## src/rtl/pipeline_hazard_ctrl_pkg.sv

```systemverilog
// pipe_ctrl_pkg: shared definitions for the pipeline hazard controller.
//   state_t    : miss-sequencing FSM encoding (RUN/DMISS/IMISS/HALT)
//   REG_AW     : register address width
//   CNT_W_DEF  : default performance counter width
package pipe_ctrl_pkg;

   localparam int unsigned REG_AW    = 2;
   localparam int unsigned CNT_W_DEF = 16;

   typedef enum logic [1:0] {
      RUN   = 2'd0,
      DMISS = 2'd1,
      IMISS = 2'd2,
      HALT  = 2'd3
   } state_t;

endpackage

```

## src/rtl/pipeline_hazard_ctrl_sat_counter.sv

```systemverilog
// sat_counter: saturating up-counter used for the controller's
// performance statistics.
//   clk      : clock, rising edge
//   reset_n  : synchronous active-low reset, clears the count
//   inc      : count this cycle
//   freeze   : hold the count regardless of inc
//   count    : current value, sticks at all-ones
module sat_counter
   import pipe_ctrl_pkg::*;
#(
   parameter int unsigned CNT_W = CNT_W_DEF
) (
   input  logic             clk,
   input  logic             reset_n,
   input  logic             inc,
   input  logic             freeze,
   output logic [CNT_W-1:0] count
);

   localparam logic [CNT_W-1:0] ONE = {{(CNT_W-1){1'b0}}, 1'b1};

   always_ff @(posedge clk) begin
      if (!reset_n)
         count <= '0;
      else if (inc && !freeze && (count != '1))
         count <= count + ONE;
   end

endmodule

```

## src/rtl/pipeline_hazard_ctrl.sv

```systemverilog
// pipeline_hazard_ctrl: central stall/flush/miss controller for the
// 5-stage TSC core with split I/D caches.
//   Inputs : ID source regs and use flags, EX load/write/dest info,
//            EX_redirect, cache busy levels (ic_busy, dc_busy), WB_Halt.
//   Outputs: Stall, Flush, I_miss, D_miss, Halt (combinational, forced
//            low while reset_n=0), state (miss FSM), and saturating
//            counters stall_cnt, flush_cnt, miss_cnt (frozen while halted).
module pipeline_hazard_ctrl
   import pipe_ctrl_pkg::*;
#(
   parameter int unsigned CNT_W = CNT_W_DEF
) (
   input  logic              clk,
   input  logic              reset_n,
   input  logic [REG_AW-1:0] ID_rs_addr,
   input  logic [REG_AW-1:0] ID_rt_addr,
   input  logic              ID_UseRs,
   input  logic              ID_UseRt,
   input  logic              EX_MemRead,
   input  logic              EX_RegWrite,
   input  logic [REG_AW-1:0] EX_reg_write_addr,
   input  logic              EX_redirect,
   input  logic              ic_busy,
   input  logic              dc_busy,
   input  logic              WB_Halt,
   output logic              Stall,
   output logic              Flush,
   output logic              I_miss,
   output logic              D_miss,
   output logic              Halt,
   output logic [1:0]        state,
   output logic [CNT_W-1:0]  stall_cnt,
   output logic [CNT_W-1:0]  flush_cnt,
   output logic [CNT_W-1:0]  miss_cnt
);

   state_t state_q;
   logic   load_use;
   logic   active;

   assign load_use = EX_MemRead & EX_RegWrite &
                     ((ID_UseRs & (ID_rs_addr == EX_reg_write_addr)) |
                      (ID_UseRt & (ID_rt_addr == EX_reg_write_addr)));

   // Control lines are live only out of reset and when not halted;
   // a D-side miss freezes everything, so it masks the other three.
   assign Halt   = reset_n & ((state_q == HALT) | WB_Halt);
   assign active = reset_n & ~Halt;
   assign D_miss = active & dc_busy;
   assign I_miss = active & ~dc_busy & ic_busy;
   assign Flush  = active & ~dc_busy & EX_redirect;
   assign Stall  = active & ~dc_busy & ~Flush & load_use;

   assign state = state_q;

   // Transitions out of RUN, DMISS and IMISS are identical (D side
   // first, then I side), so only HALT needs its own branch.
   always_ff @(posedge clk) begin
      if (!reset_n)
         state_q <= RUN;
      else if (WB_Halt || (state_q == HALT))
         state_q <= HALT;
      else if (dc_busy)
         state_q <= DMISS;
      else if (ic_busy)
         state_q <= IMISS;
      else
         state_q <= RUN;
   end

   sat_counter #(.CNT_W(CNT_W)) u_stall_cnt (
      .clk     (clk),
      .reset_n (reset_n),
      .inc     (Stall),
      .freeze  (Halt),
      .count   (stall_cnt)
   );

   sat_counter #(.CNT_W(CNT_W)) u_flush_cnt (
      .clk     (clk),
      .reset_n (reset_n),
      .inc     (Flush),
      .freeze  (Halt),
      .count   (flush_cnt)
   );

   sat_counter #(.CNT_W(CNT_W)) u_miss_cnt (
      .clk     (clk),
      .reset_n (reset_n),
      .inc     (D_miss | I_miss),
      .freeze  (Halt),
      .count   (miss_cnt)
   );

endmodule

```

## config.mk

```make
export PLATFORM = sky130hd
export DESIGN_NAME = pipeline_hazard_ctrl
export DESIGN_NICKNAME = d
export VERILOG_FILES = /design/src/rtl/pipeline_hazard_ctrl_pkg.sv /design/src/rtl/pipeline_hazard_ctrl_sat_counter.sv /design/src/rtl/pipeline_hazard_ctrl.sv
export SDC_FILE = /design/constraint.sdc
export NUM_CORES = 1
export LEC_CHECK = 0
export CORE_MARGIN = 2
export CORE_UTILIZATION = 40
export DETAILED_ROUTE_END_ITERATION = 8
export GPL_ROUTABILITY_DRIVEN = 0
export PLACE_DENSITY = 0.75
export REMOVE_ABC_BUFFERS = 1
export SETUP_SLACK_MARGIN = 0.5
export SYNTH_ARGS = -nofsm -noshare
export SYNTH_HDL_FRONTEND = slang
export SYNTH_SLANG_ARGS = --single-unit
```

## constraint.sdc

```tcl
create_clock -name clk -period 2.1 [get_ports clk]
set_input_delay 0.42 -clock clk [delete_from_list [all_inputs] [get_ports clk]]
set_output_delay 0.42 -clock clk [all_outputs]
set_load 0.05 [all_outputs]
```

### Yosys cells after proc, flatten, opt, wreduce, memory -nomap -nowiden

Index checks and enable logic that the tools add are counted.

| cells by class | value |
|---|---|
| add/subtract/negate cells | 3 |
| equal/unequal tests | 6 |
| mux-type cells | 3 |
| bitwise operators | 18 |
| reduce and logical (&&, ||, !) cells | 8 |

Operators with widths:

| operator | count |
|---|---|
| adder 16 x 1 -> 16 bit (second input constant) | 3 |
| != test 16 bit (second input constant) | 3 |
| AND 1 bit | 12 |
| logical AND 1 bit | 6 |
| 2-to-1 mux 2 bit | 3 |
| == test 2 bit | 2 |
| NOT 1 bit | 3 |
| bitwise OR 1 bit | 3 |
| == test 2 bit (second input constant) | 1 |
| logical NOT 1 bit | 1 |
| logical OR 1 bit | 1 |

| storage, ports and cells | value |
|---|---|
| bits in registers | 50 |
| word-level logic and storage cells | 42 |

### Longest topological paths before layout

Gate-level depths: netlist of run 1.

| depth | value |
|---|---|
| word-level depth | 12 |
| mapped depth | 7 |
| depth with buffers taken out | 6 |

### Hierarchy

From an unflattened synthesis of run 1, not the netlist that was laid out.

| unflattened totals | value |
|---|---|
| cell total of the unflattened synthesis | 316 |
| area, all modules | 2717.6 um2 |

Modules (own cells, without submodules):

| module | instances | cells an instance | area an instance (um2) | sequential area each (um2) |
|---|---|---|---|---|
| sat_counter | 3 | 98 | 847.1 | 320.3 |
| pipeline_hazard_ctrl | 1 | 22 | 176.4 | 40.0 |

### Worst setup path after synthesis of run 1

Ideal clock, no wire load.

| timing path | value |
|---|---|
| kind | register -> register |
| start | register state_q[0], in the netlist state[0] |
| end | register u_flush_cnt.count[9] |
| setup time | 71 ps |
| data arrival time | 2095 ps |
| data required time | 2029 ps |
| path slack | -66 ps |
| stages on the path, launching flop included | 7 |
| buffers on the path | 0 |
| cell sequence | dfxtp_1 > a21oi_1 > nand3_2 > inv_2 > nand3_2 > or4_1 > a21oi_1 |

| on the way | value |
|---|---|
| longest elaborated chain between the ends | 9 |
| elaborated cells on any way between the ends | 10 |

Ends and longest elaborated chain:

| what | line | source |
|---|---|---|
| start, declared | pipeline_hazard_ctrl.sv:37 | `state_t state_q;` |
| start signal, assigned | pipeline_hazard_ctrl.sv:60 | `state_q <= RUN;` |
| start signal, assigned | pipeline_hazard_ctrl.sv:62 | `state_q <= HALT;` |
| start signal, assigned | pipeline_hazard_ctrl.sv:64 | `state_q <= DMISS;` |
| == test 2 bit | pipeline_hazard_ctrl.sv:47 | `assign Halt = reset_n & ((state_q == HALT) \| WB_Halt);` |
| bitwise OR 1 bit | pipeline_hazard_ctrl.sv:47 |  |
| AND 1 bit | pipeline_hazard_ctrl.sv:47 |  |
| NOT 1 bit | pipeline_hazard_ctrl.sv:48 | `assign active = reset_n & ~Halt;` |
| AND 1 bit | pipeline_hazard_ctrl.sv:48 |  |
| AND 1 bit (2 in a row) | pipeline_hazard_ctrl.sv:51 | `assign Flush = active & ~dc_busy & EX_redirect;` |
| net Flush | pipeline_hazard_ctrl.sv:27 | `output logic Flush,` |
| logical AND 1 bit (2 in a row) | pipeline_hazard_ctrl_sat_counter.sv:25 | `else if (inc && !freeze && (count != '1))` |
| end signal, assigned | pipeline_hazard_ctrl_sat_counter.sv:26 | `count <= count + ONE;` |
| end, declared | pipeline_hazard_ctrl_sat_counter.sv:17 | `output logic [CNT_W-1:0] count` |

The timed path passes the listed nets, and every way through them passes these cells.
A chain may end at the register's enable or synchronous reset.

### Final worst setup path of run 1

| timing path | value |
|---|---|
| start | input port EX_MemRead |
| end | output port Stall |

| on the way | value |
|---|---|
| longest elaborated chain between the ends | 3 |

Ends and longest elaborated chain:

| what | line | source |
|---|---|---|
| start, declared | pipeline_hazard_ctrl.sv:19 | `input logic EX_MemRead,` |
| AND 1 bit (2 in a row) | pipeline_hazard_ctrl.sv:41 | `assign load_use = EX_MemRead & EX_RegWrite &` |
| AND 1 bit | pipeline_hazard_ctrl.sv:52 | `assign Stall = active & ~dc_busy & ~Flush & load_use;` |
| end, declared | pipeline_hazard_ctrl.sv:26 | `output logic Stall,` |

No other way between the ends.

==> results of run 1 <==
[power by group through the flow]
stage	logic, mW	registers, mW	clock network [mW]
floorplan	0.0600	1.01	0
global placement	0.181	0.985	0
detailed placement	0.185	0.985	0
CTS	0.204	0.962	0.617
global route	0.234	0.955	0.646
finish	0.222	0.953	0.606
[registers in the layout, indices dropped and copies added, names as in the netlist]
register           flops
u_flush_cnt.count     16
u_stall_cnt.count     16
u_miss_cnt.count      16
state                  2
[area by class of cell]
type                    instances  area [sq um]  area share
multi-input cells             238          1868      0.4368
repair buffers                110          1107      0.2589
clock buffers                   6         82.58     0.01931
clock inverters                 2         12.51    0.002926
flip-flops and latches         50          1066      0.2493
well taps                      77         96.34     0.02253
inverters                      11         41.29    0.009655
diodes                          1         2.502   0.0005851
[metrics by stage]
| stage | utilization | power [mW] |
|---|---|---|
| 2_1_floorplan | - | 1.065 |
| 3_3_place_gp | 0.5630 | 1.166 |
| 3_5_place_dp | 0.5630 | 1.170 |
| 4_1_cts | 0.6399 | 1.783 |
| 5_1_grt | 0.6770 | 1.834 |
| 6_report | 0.6774 | 1.781 |
[timing repair]
action	in CTS	in global routing
gates cloned	2	1
setup buffers	9	9
endpoints found under the setup margin	103	67
pin swaps	29	23
resized for setup	230	76
hold endpoints to repair	0	0
[cells in the final DEF, fill, tap and decap left out, types with 3 or more instances in the layout]
master,synthesis,layout
a21oi_1,18,14
clkdlybuf4s15_1,0,5
a21oi_2,1,3
nand4_1,10,10
dfxtp_2,0,22
nand3_4,0,3
inv_1,10,10
nor3_2,0,3
or3_1,9,9
o311ai_1,0,3
and3_4,0,3
mux2i_1,17,17
clkdlybuf4s18_2,0,3
buf_12,0,5
and3_1,7,4
nand2_1,37,35
or4_4,0,3
o31ai_1,5,5
dfxtp_4,0,10
o21ai_0,9,7
nor3_1,8,3
clkbuf_8,0,6
dfxtp_1,50,18
nor4_4,2,6
buf_6,0,8
clkdlybuf4s15_2,0,42
xnor2_1,13,12
a31o_2,3,3
nand3_1,16,10
a21o_1,4,4
dlymetal6s2s_1,0,4
buf_2,2,6
nand3_2,2,5
buf_4,1,31
nor2_1,22,20
nand2b_1,13,11
dlygate4sd2_1,0,3
[how the worst max path moves through the flow]
stage | endpoint | slack [ps] | cells past startpoint
floorplan | u_flush_cnt.count[0] | -190 | 5
global placement | u_stall_cnt.count[4] | -300 | 6
detailed placement | u_miss_cnt.count[15] | -310 | 6
CTS | Stall | 120 | 5
global route | Stall | 60 | 4
finish | Stall | 120 | 5
[worst max-delay path, stage by stage]
cell,delay [ps]
clkdlybuf4s50_1,470
nand2_2,90
nor4_4,180
o21a_1,250
buf_12,160
[cells by family (layout without fill, tap and decap cells)]
logic type | count (synthesis) | in the layout | synth area share
other cells | 0 | 1 | 0
compound gates | 57 | 59 | 0.1488
flops | 50 | 50 | 0.3865
fa+ha+maj | 3 | 3 | 0.01449
buf+inv | 20 | 129 | 0.03140
mux | 17 | 17 | 0.06570
xor+xnor | 13 | 13 | 0.04396
simple gates | 146 | 146 | 0.3092
[synth_stat cells, types with 3 or more instances]
library cell	instances
dfxtp_1	50
nand2_1	37
nor2_1	22
a21oi_1	18
mux2i_1	17
nand3_1	16
nand2b_1	13
xnor2_1	13
inv_1	10
nand4_1	10
o21ai_0	9
or3_1	9
nor3_1	8
and3_1	7
clkbuf_1	5
nor4_1	5
o31ai_1	5
or4_1	5
a21o_1	4
o311ai_0	4
a31o_2	3
ha_1	3
nor3b_1	3
[layer usage]
| metal | part of all wire | up-vias | GRT usage |
|---|---|---|---|
| li1 | - | 1346 | - |
| met1 | 0.42 | 1352 | 0.2506 |
| met2 | 0.50 | 89 | 0.3658 |
| met3 | 0.059 | 12 | 0.04130 |
| met4 | 0.016 | 0 | 0.06926 |
| met5 | 0 | - | 0 |
==> key figures, run 1 <==
GRT
  – Initial antenna violation count: 0
  – Vias in the first global route: 2604
  – GRT overflow: 0
  – Largest net degree at the start of global routing: 30
  – First-pass GRT wire length: 12200 um
  – Total track usage: 0.2067

Routing
  – Post-route antenna net violation count: 0
  – Vias: 2799
  – WL final: 7922 um
  – Wirelength per Cell: 16.00 um
  – Detailed Route Iter0 Violations: 114
  – Remaining DRCs: 0
  – Detailed-router iteration count before antenna repair: 4
  – Vias/cell: 5.655

Yosys
  – Avg Cell Area, Syn: 8.464 sq um
  – Post-synthesis sequential area ratio: 0.3865
  – Synth unique cells: 46
  – Cell taking the most area after synthesis: dfxtp_1
  – Synth Warn #: 0
  – Async set or reset register ratio after synthesis: 0
  – Flop and latch count out of synthesis: 50
  – Syn Inst Count: 306
  – Cell Area, Synth: 2590 sq um
  – Yosys top cell area share: 0.3865
  – Predominant post-synthesis flop cell: dfxtp_1
  – Ranking of synthesized cells by area: dfxtp_1, mux2i_1, nand2_1
  – Post-synth EDFFs: 0

Worst setup path
  – Crit. End Element: primary output
  – Reg2Reg Depth: 7
  – R2r startpoint: state[0]
  – CP startpoint kind: input pin
  – CP Class: in -> out
  – CP Launch Point: EX_MemRead
  – Setup slack on the worst flop-to-flop path: 160 ps
  – Critical path data arrival time: 1560 ps
  – CP max FO: 2
  – R2R Path End: u_stall_cnt.count[11]
  – Worst Path Required: 1680 ps

CTS
  – CTS Sinks: 50
  – CTS clk-pin slew, worst paths: 100 ps
  – CTS tree: yes
  – CTS max path bufs: 2
  – Clock latency on the worst-skew pair: 310 ps
  – H-tree levels: 2
  – Cts hold-fix bufs: 0
  – Root buffer cell: clkbuf_8
  – Total CTS buffers: 5

Final layout
  – Final net count: 435
  – Design Area, Final: 4277 sq um
  – Layout cell share with drive strength beyond 1: 0.4652
  – Area growth syn-to-layout: 65.12%
  – Post-Layout Cell Count: 495
  – Layout fillers: 508

Placement
  – DP Worst Slack: -312.7 ps
  – Placed cells: 465
  – HPWL after DPL: 4748 um
  – Port buffer count: 70
  – Placed Area: 3555 sq um

Power
  – Logic pwr share: 0.124
  – Int Power: 1.312 mW
  – Part of the power in the clock network: 0.340
  – Reg power frac: 0.535
  – P_sw: 0.4691 mW
  – Sw frac: 0.2634
  – Static leakage: 1.534 nW
  – Power per cell area: 416.5 nW/um^2
  – Worst VDD drop: 0.0003095 V

Worst hold path
  – Hold WC Path Type: reg -> reg
  – Worst Hold Depth: 1
  – WHS Endpoint: u_miss_cnt.count[4]
  – Worst hold path startpoint: u_miss_cnt.count[4]

Timing
  – Final setup TNS: 0 ps
  – Relative slew slack: 0.7437
  – Tightest Pin Transition: 382.7 ps
  – Post-route minimum period: 1981 ps
  – RSZ-0062 raised after global routing: true
  – Fmax achieved: 0.5047 GHz
  – Final WS setup: 118.6 ps
  – Slew Viols, Final: 0
  – Fin crit share: 0.9435
  – Final setup violation count: 0
  – Count of final hold-check violations: 0
  – Final setup skew: 6.410 ps
  – Final Hold Slack: 475.4 ps

Floorplan
  – Die H: 84.47 um
  – Die W: 84.47 um
  – Io pins: 71
  – Die ar.: 7134 sq um
  – Starting Density: 0.4102
  – Core ar.: 6314 sq um
  – # rows: 29

Run
  – Max cap viols: 0

Outcome
  – Status: finished clean
Note: power is estimated with default switching activity, not from simulation.
==> run 2, diff against run 1 <==
--- a/config.mk
+++ b/config.mk
@@ -5,11 +5,13 @@
 export SDC_FILE = /design/constraint.sdc
 export NUM_CORES = 1
 export LEC_CHECK = 0
+export ABC_AREA = 1
 export CORE_MARGIN = 2
-export CORE_UTILIZATION = 40
+export CORE_UTILIZATION = 50
 export DETAILED_ROUTE_END_ITERATION = 8
 export GPL_ROUTABILITY_DRIVEN = 0
-export PLACE_DENSITY = 0.75
+export GPL_TIMING_DRIVEN = 0
+export PLACE_DENSITY = 0.88
 export REMOVE_ABC_BUFFERS = 1
 export SETUP_SLACK_MARGIN = 0.5
 export SYNTH_ARGS = -nofsm -noshare
==> run 2 against run 1 <==
  * Sequential cell count did not move
  * Sequential share of layout area grew 0.15 points
  * Worst setup slack better by 140 ps
  * Largest cell class unchanged
  * Synthesized cell count increased by 45%
  * Final cell count grew 22%
==> key figures, run 2 <==
Placement
  – Port buffer count: 70 (unchanged)
  – Placed Area: 3635 sq um (was 3555 sq um)
  – HPWL after DPL: 5249 um (was 4748 um)

Worst hold path
  – Hold WC Path Type: in -> reg (was reg -> reg)
  – Worst hold path startpoint: reset_n (was u_miss_cnt.count[4])
  – Worst Hold Depth: 3 (was 1)

CTS
  – Total CTS buffers: 5 (unchanged)
  – CTS clk-pin slew, worst paths: 90 ps (was 100 ps)
  – H-tree levels: 2 (unchanged)
  – Root buffer cell: clkbuf_8 (unchanged)
  – CTS max path bufs: 2 (unchanged)
  – CTS Sinks: 50 (unchanged)
  – Cts hold-fix bufs: 0 (unchanged)
  – Clock latency on the worst-skew pair: 310 ps (about the same)
  – CTS tree: yes (unchanged)

Power
  – P_sw: 0.4674 mW (was 0.4691 mW)
  – Worst VDD drop: 0.0004166 V (was 0.0003095 V)
  – Int Power: 1.254 mW (was 1.312 mW)
  – Reg power frac: 0.558 (was 0.535)
  – Power per cell area: 421.7 nW/um^2 (was 416.5 nW/um^2)
  – Static leakage: 1.520 nW (was 1.534 nW)
  – Logic pwr share: 0.113 (was 0.124)
  – Sw frac: 0.2716 (was 0.2634)
  – Part of the power in the clock network: 0.328 (was 0.340)

Final layout
  – Layout cell share with drive strength beyond 1: 0.2908 (was 0.4652)
  – Final net count: 552 (was 435)
  – Commonest non-fill, non-tap cell in the layout: nand2_1 (was clkdlybuf4s15_2)
  – Diode count: 0 (was 1)
  – Most frequent cells in the layout: nand2_1, nor2_1, clkdlybuf4s15_2, inv_1, dfxtp_1 (was clkdlybuf4s15_2, nand2_1, buf_4, dfxtp_2, nor2_1)
  – Register area: 1023 sq um (was 1066 sq um)
  – Layout fillers: 443 (was 508)
  – Multi-input combinational cell area: 1833 sq um (was 1868 sq um)
  – Design Area, Final: 4081 sq um (was 4277 sq um)
  – Biggest regs: u_flush_cnt.count (16), u_miss_cnt.count (16), u_stall_cnt.count (16) (unchanged)
  – Area growth syn-to-layout: 40.36% (was 65.12%)

Yosys
  – Synth Warn #: 0 (unchanged)
  – Syn Inst Count: 445 (was 306)
  – Ranking of synthesized cells by area: dfxtp_1, nand2_1, nor2_1 (was dfxtp_1, mux2i_1, nand2_1)
  – Avg Cell Area, Syn: 6.534 sq um (was 8.464 sq um)
  – Post-Synth XOR/XNOR Area: 0.04518 (was 0.04396)
  – Predominant post-synthesis flop cell: dfxtp_1 (unchanged)
  – Cell Area, Synth: 2908 sq um (was 2590 sq um)
  – Synth unique cells: 35 (was 46)
  – Async set or reset register ratio after synthesis: 0 (unchanged)
  – List of most frequent post-synthesis cells: nand2_1, nor2_1, dfxtp_1, inv_1, a21oi_1 (was dfxtp_1, nand2_1, nor2_1, a21oi_1, mux2i_1)
  – Yosys top cell area share: 0.3442 (was 0.3865)
  – Compound-Gate Fraction of Synth Area: 0.09983 (was 0.1488)
  – Post-synthesis sequential area ratio: 0.3442 (was 0.3865)
  – Flop and latch count out of synthesis: 50 (unchanged)
  – Largest family of logic cells by synthesized area: simple AND/OR/NAND/NOR gates (unchanged)
  – Mux contribution to synthesized area: 0 (was 0.06570)
  – Simple logic cell fraction of the synthesized area: 0.4157 (was 0.3092)
  – Count leader, synth: nand2_1 (was dfxtp_1)
  – Adder-Cell Fraction of Synth Area: 0.01291 (was 0.01449)
  – Post-synth EDFFs: 0 (unchanged)
  – Cell taking the most area after synthesis: dfxtp_1 (unchanged)

Timing
  – Count of final hold-check violations: 0 (unchanged)
  – Post-route minimum period: 1846 ps (was 1981 ps)
  – Final setup violation count: 0 (unchanged)
  – Final Hold Slack: 429.0 ps (was 475.4 ps)
  – Fmax achieved: 0.5416 GHz (was 0.5047 GHz)
  – Final setup skew: 11.00 ps (was 6.410 ps)
  – Fin crit share: 0.8793 (was 0.9435)
  – Tightest Pin Transition: 575.0 ps (was 382.7 ps)
  – Relative slew slack: 0.6146 (was 0.7437)
  – RSZ-0062 raised after global routing: true (unchanged)
  – Slew Viols, Final: 0 (unchanged)

Routing
  – Vias: 3243 (was 2799)
  – WL final: 8430 um (was 7922 um)
  – Post-route antenna net violation count: 0 (unchanged)
  – Remaining DRCs: 0 (unchanged)
  – Detailed-router iteration count before antenna repair: 5 (was 4)
  – Detailed Route Iter0 Violations: 163 (was 114)
  – Vias/cell: 5.360 (was 5.655)
  – Wirelength per Cell: 13.93 um (was 16.00 um)

GRT
  – Largest net degree at the start of global routing: 32 (was 30)
  – First-pass GRT wire length: 12980 um (was 12200 um)
  – GRT overflow: 0 (unchanged)
  – Total track usage: 0.2505 (was 0.2067)
  – Vias in the first global route: 2892 (was 2604)
  – Initial antenna violation count: 0 (unchanged)

Floorplan
  – Io pins: 71 (unchanged)
  – Die ar.: 6442 sq um (was 7134 sq um)
  – Starting Density: 0.5217 (was 0.4102)
  – Core ar.: 5574 sq um (was 6314 sq um)
  – Die H: 80.26 um (was 84.47 um)
  – # rows: 27 (was 29)
  – Die W: 80.26 um (was 84.47 um)

Worst setup path
  – CP Class: in -> out (unchanged)
  – Reg2Reg Depth: 10 (was 7)
  – R2r startpoint: state[0] (unchanged)
  – Critical path data arrival time: 1430 ps (was 1560 ps)
  – Crit. End Element: primary output (unchanged)
  – CP Launch Point: EX_MemRead (unchanged)
  – CP max FO: 2 (unchanged)
  – Worst Path Required: 1680 ps (about the same)
  – CP startpoint kind: input pin (unchanged)

Run
  – Max cap viols: 0 (unchanged)

Outcome
  – Status: finished clean (unchanged)
[run 2: per-stage QoR]
| step | total power [mW] | utilization | TNS (ps) | cells | setup slack, ps |
|---|---|---|---|---|---|
| global placement | 1.139 | 0.6521 | -47940 | 577 | -1759 |
| CTS | 1.709 | 0.7091 | 0 | 601 | 256.8 |
| detailed placement | 1.142 | 0.6521 | -48990 | 577 | -1740 |
| floorplan | 1.069 | - | -2377 | 435 | -249.8 |
| finish | 1.721 | 0.7322 | 0 | 605 | 253.6 |
| global route | 1.771 | 0.7322 | 0 | 605 | 193.8 |
[run 2: logic make-up (layout without fill, tap and decap cells)]
kind of cell	after synthesis	in the layout
buffers and inverters	56	143
AOI/OAI and AO/OA	53	53
DFF	50	50
xor gates and xnor gates	15	15
adders and majority gates	3	3
and+or+nand+nor	268	269
[run 2: worst paths after layout]
kind / endpoint / slack (ps)
worst max register to register: u_miss_cnt.count[7] / 500
worst min-delay path: u_miss_cnt.count[7] / 430
worst max-delay path: Stall / 250
worst min register to register: u_miss_cnt.count[0] / 470
[run 2: layer usage]
metal	vias to the layer above	global-route usage	wire (um)
li1	1603	-	-
met1	1482	0.3282	3590
met2	148	0.4317	4071
met3	10	0.03371	676
met4	0	0.06610	92
met5	-	0	0
[run 2: worst max-delay path, stage by stage]
cell and delay [ps]:
clkdlybuf4s50_1 470, nand3_2 100, nor2_4 160, nand2_4 70, inv_4 60, buf_8 140
[run 2: cell type report]
class,count,share of cell area
Inverter,46,0.04598
Clock buffer,5,0.01686
Clock inverter,2,0.003679
Timing Repair Buffer,89,0.2103
Timing Repair inverter,1,0.001226
Multi-Input combinational cell,340,0.4491
Tap cell,72,0.02207
Sequential cell,50,0.2508
[run 2: power groups by stage]
| stage | Sequential (mW) | Combinational [mW] | Clock [mW] |
|---|---|---|---|
| after detailed placement | 0.983 | 0.159 | 0 |
| after global placement | 0.983 | 0.156 | 0 |
| final | 0.961 | 0.195 | 0.565 |
| after floorplan | 1.00 | 0.0641 | 0 |
| after global routing | 0.962 | 0.208 | 0.601 |
| after CTS | 0.961 | 0.179 | 0.569 |
[run 2: repair_timing]
item                                   in CTS  in global routing
endpoints found under the hold margin       0                  0
gates cloned                                2                  0
pin swaps                                  10                 13
setup buffers                              15                  4
gates resized for setup                   231                 47
setup endpoints to repair                 105                 60
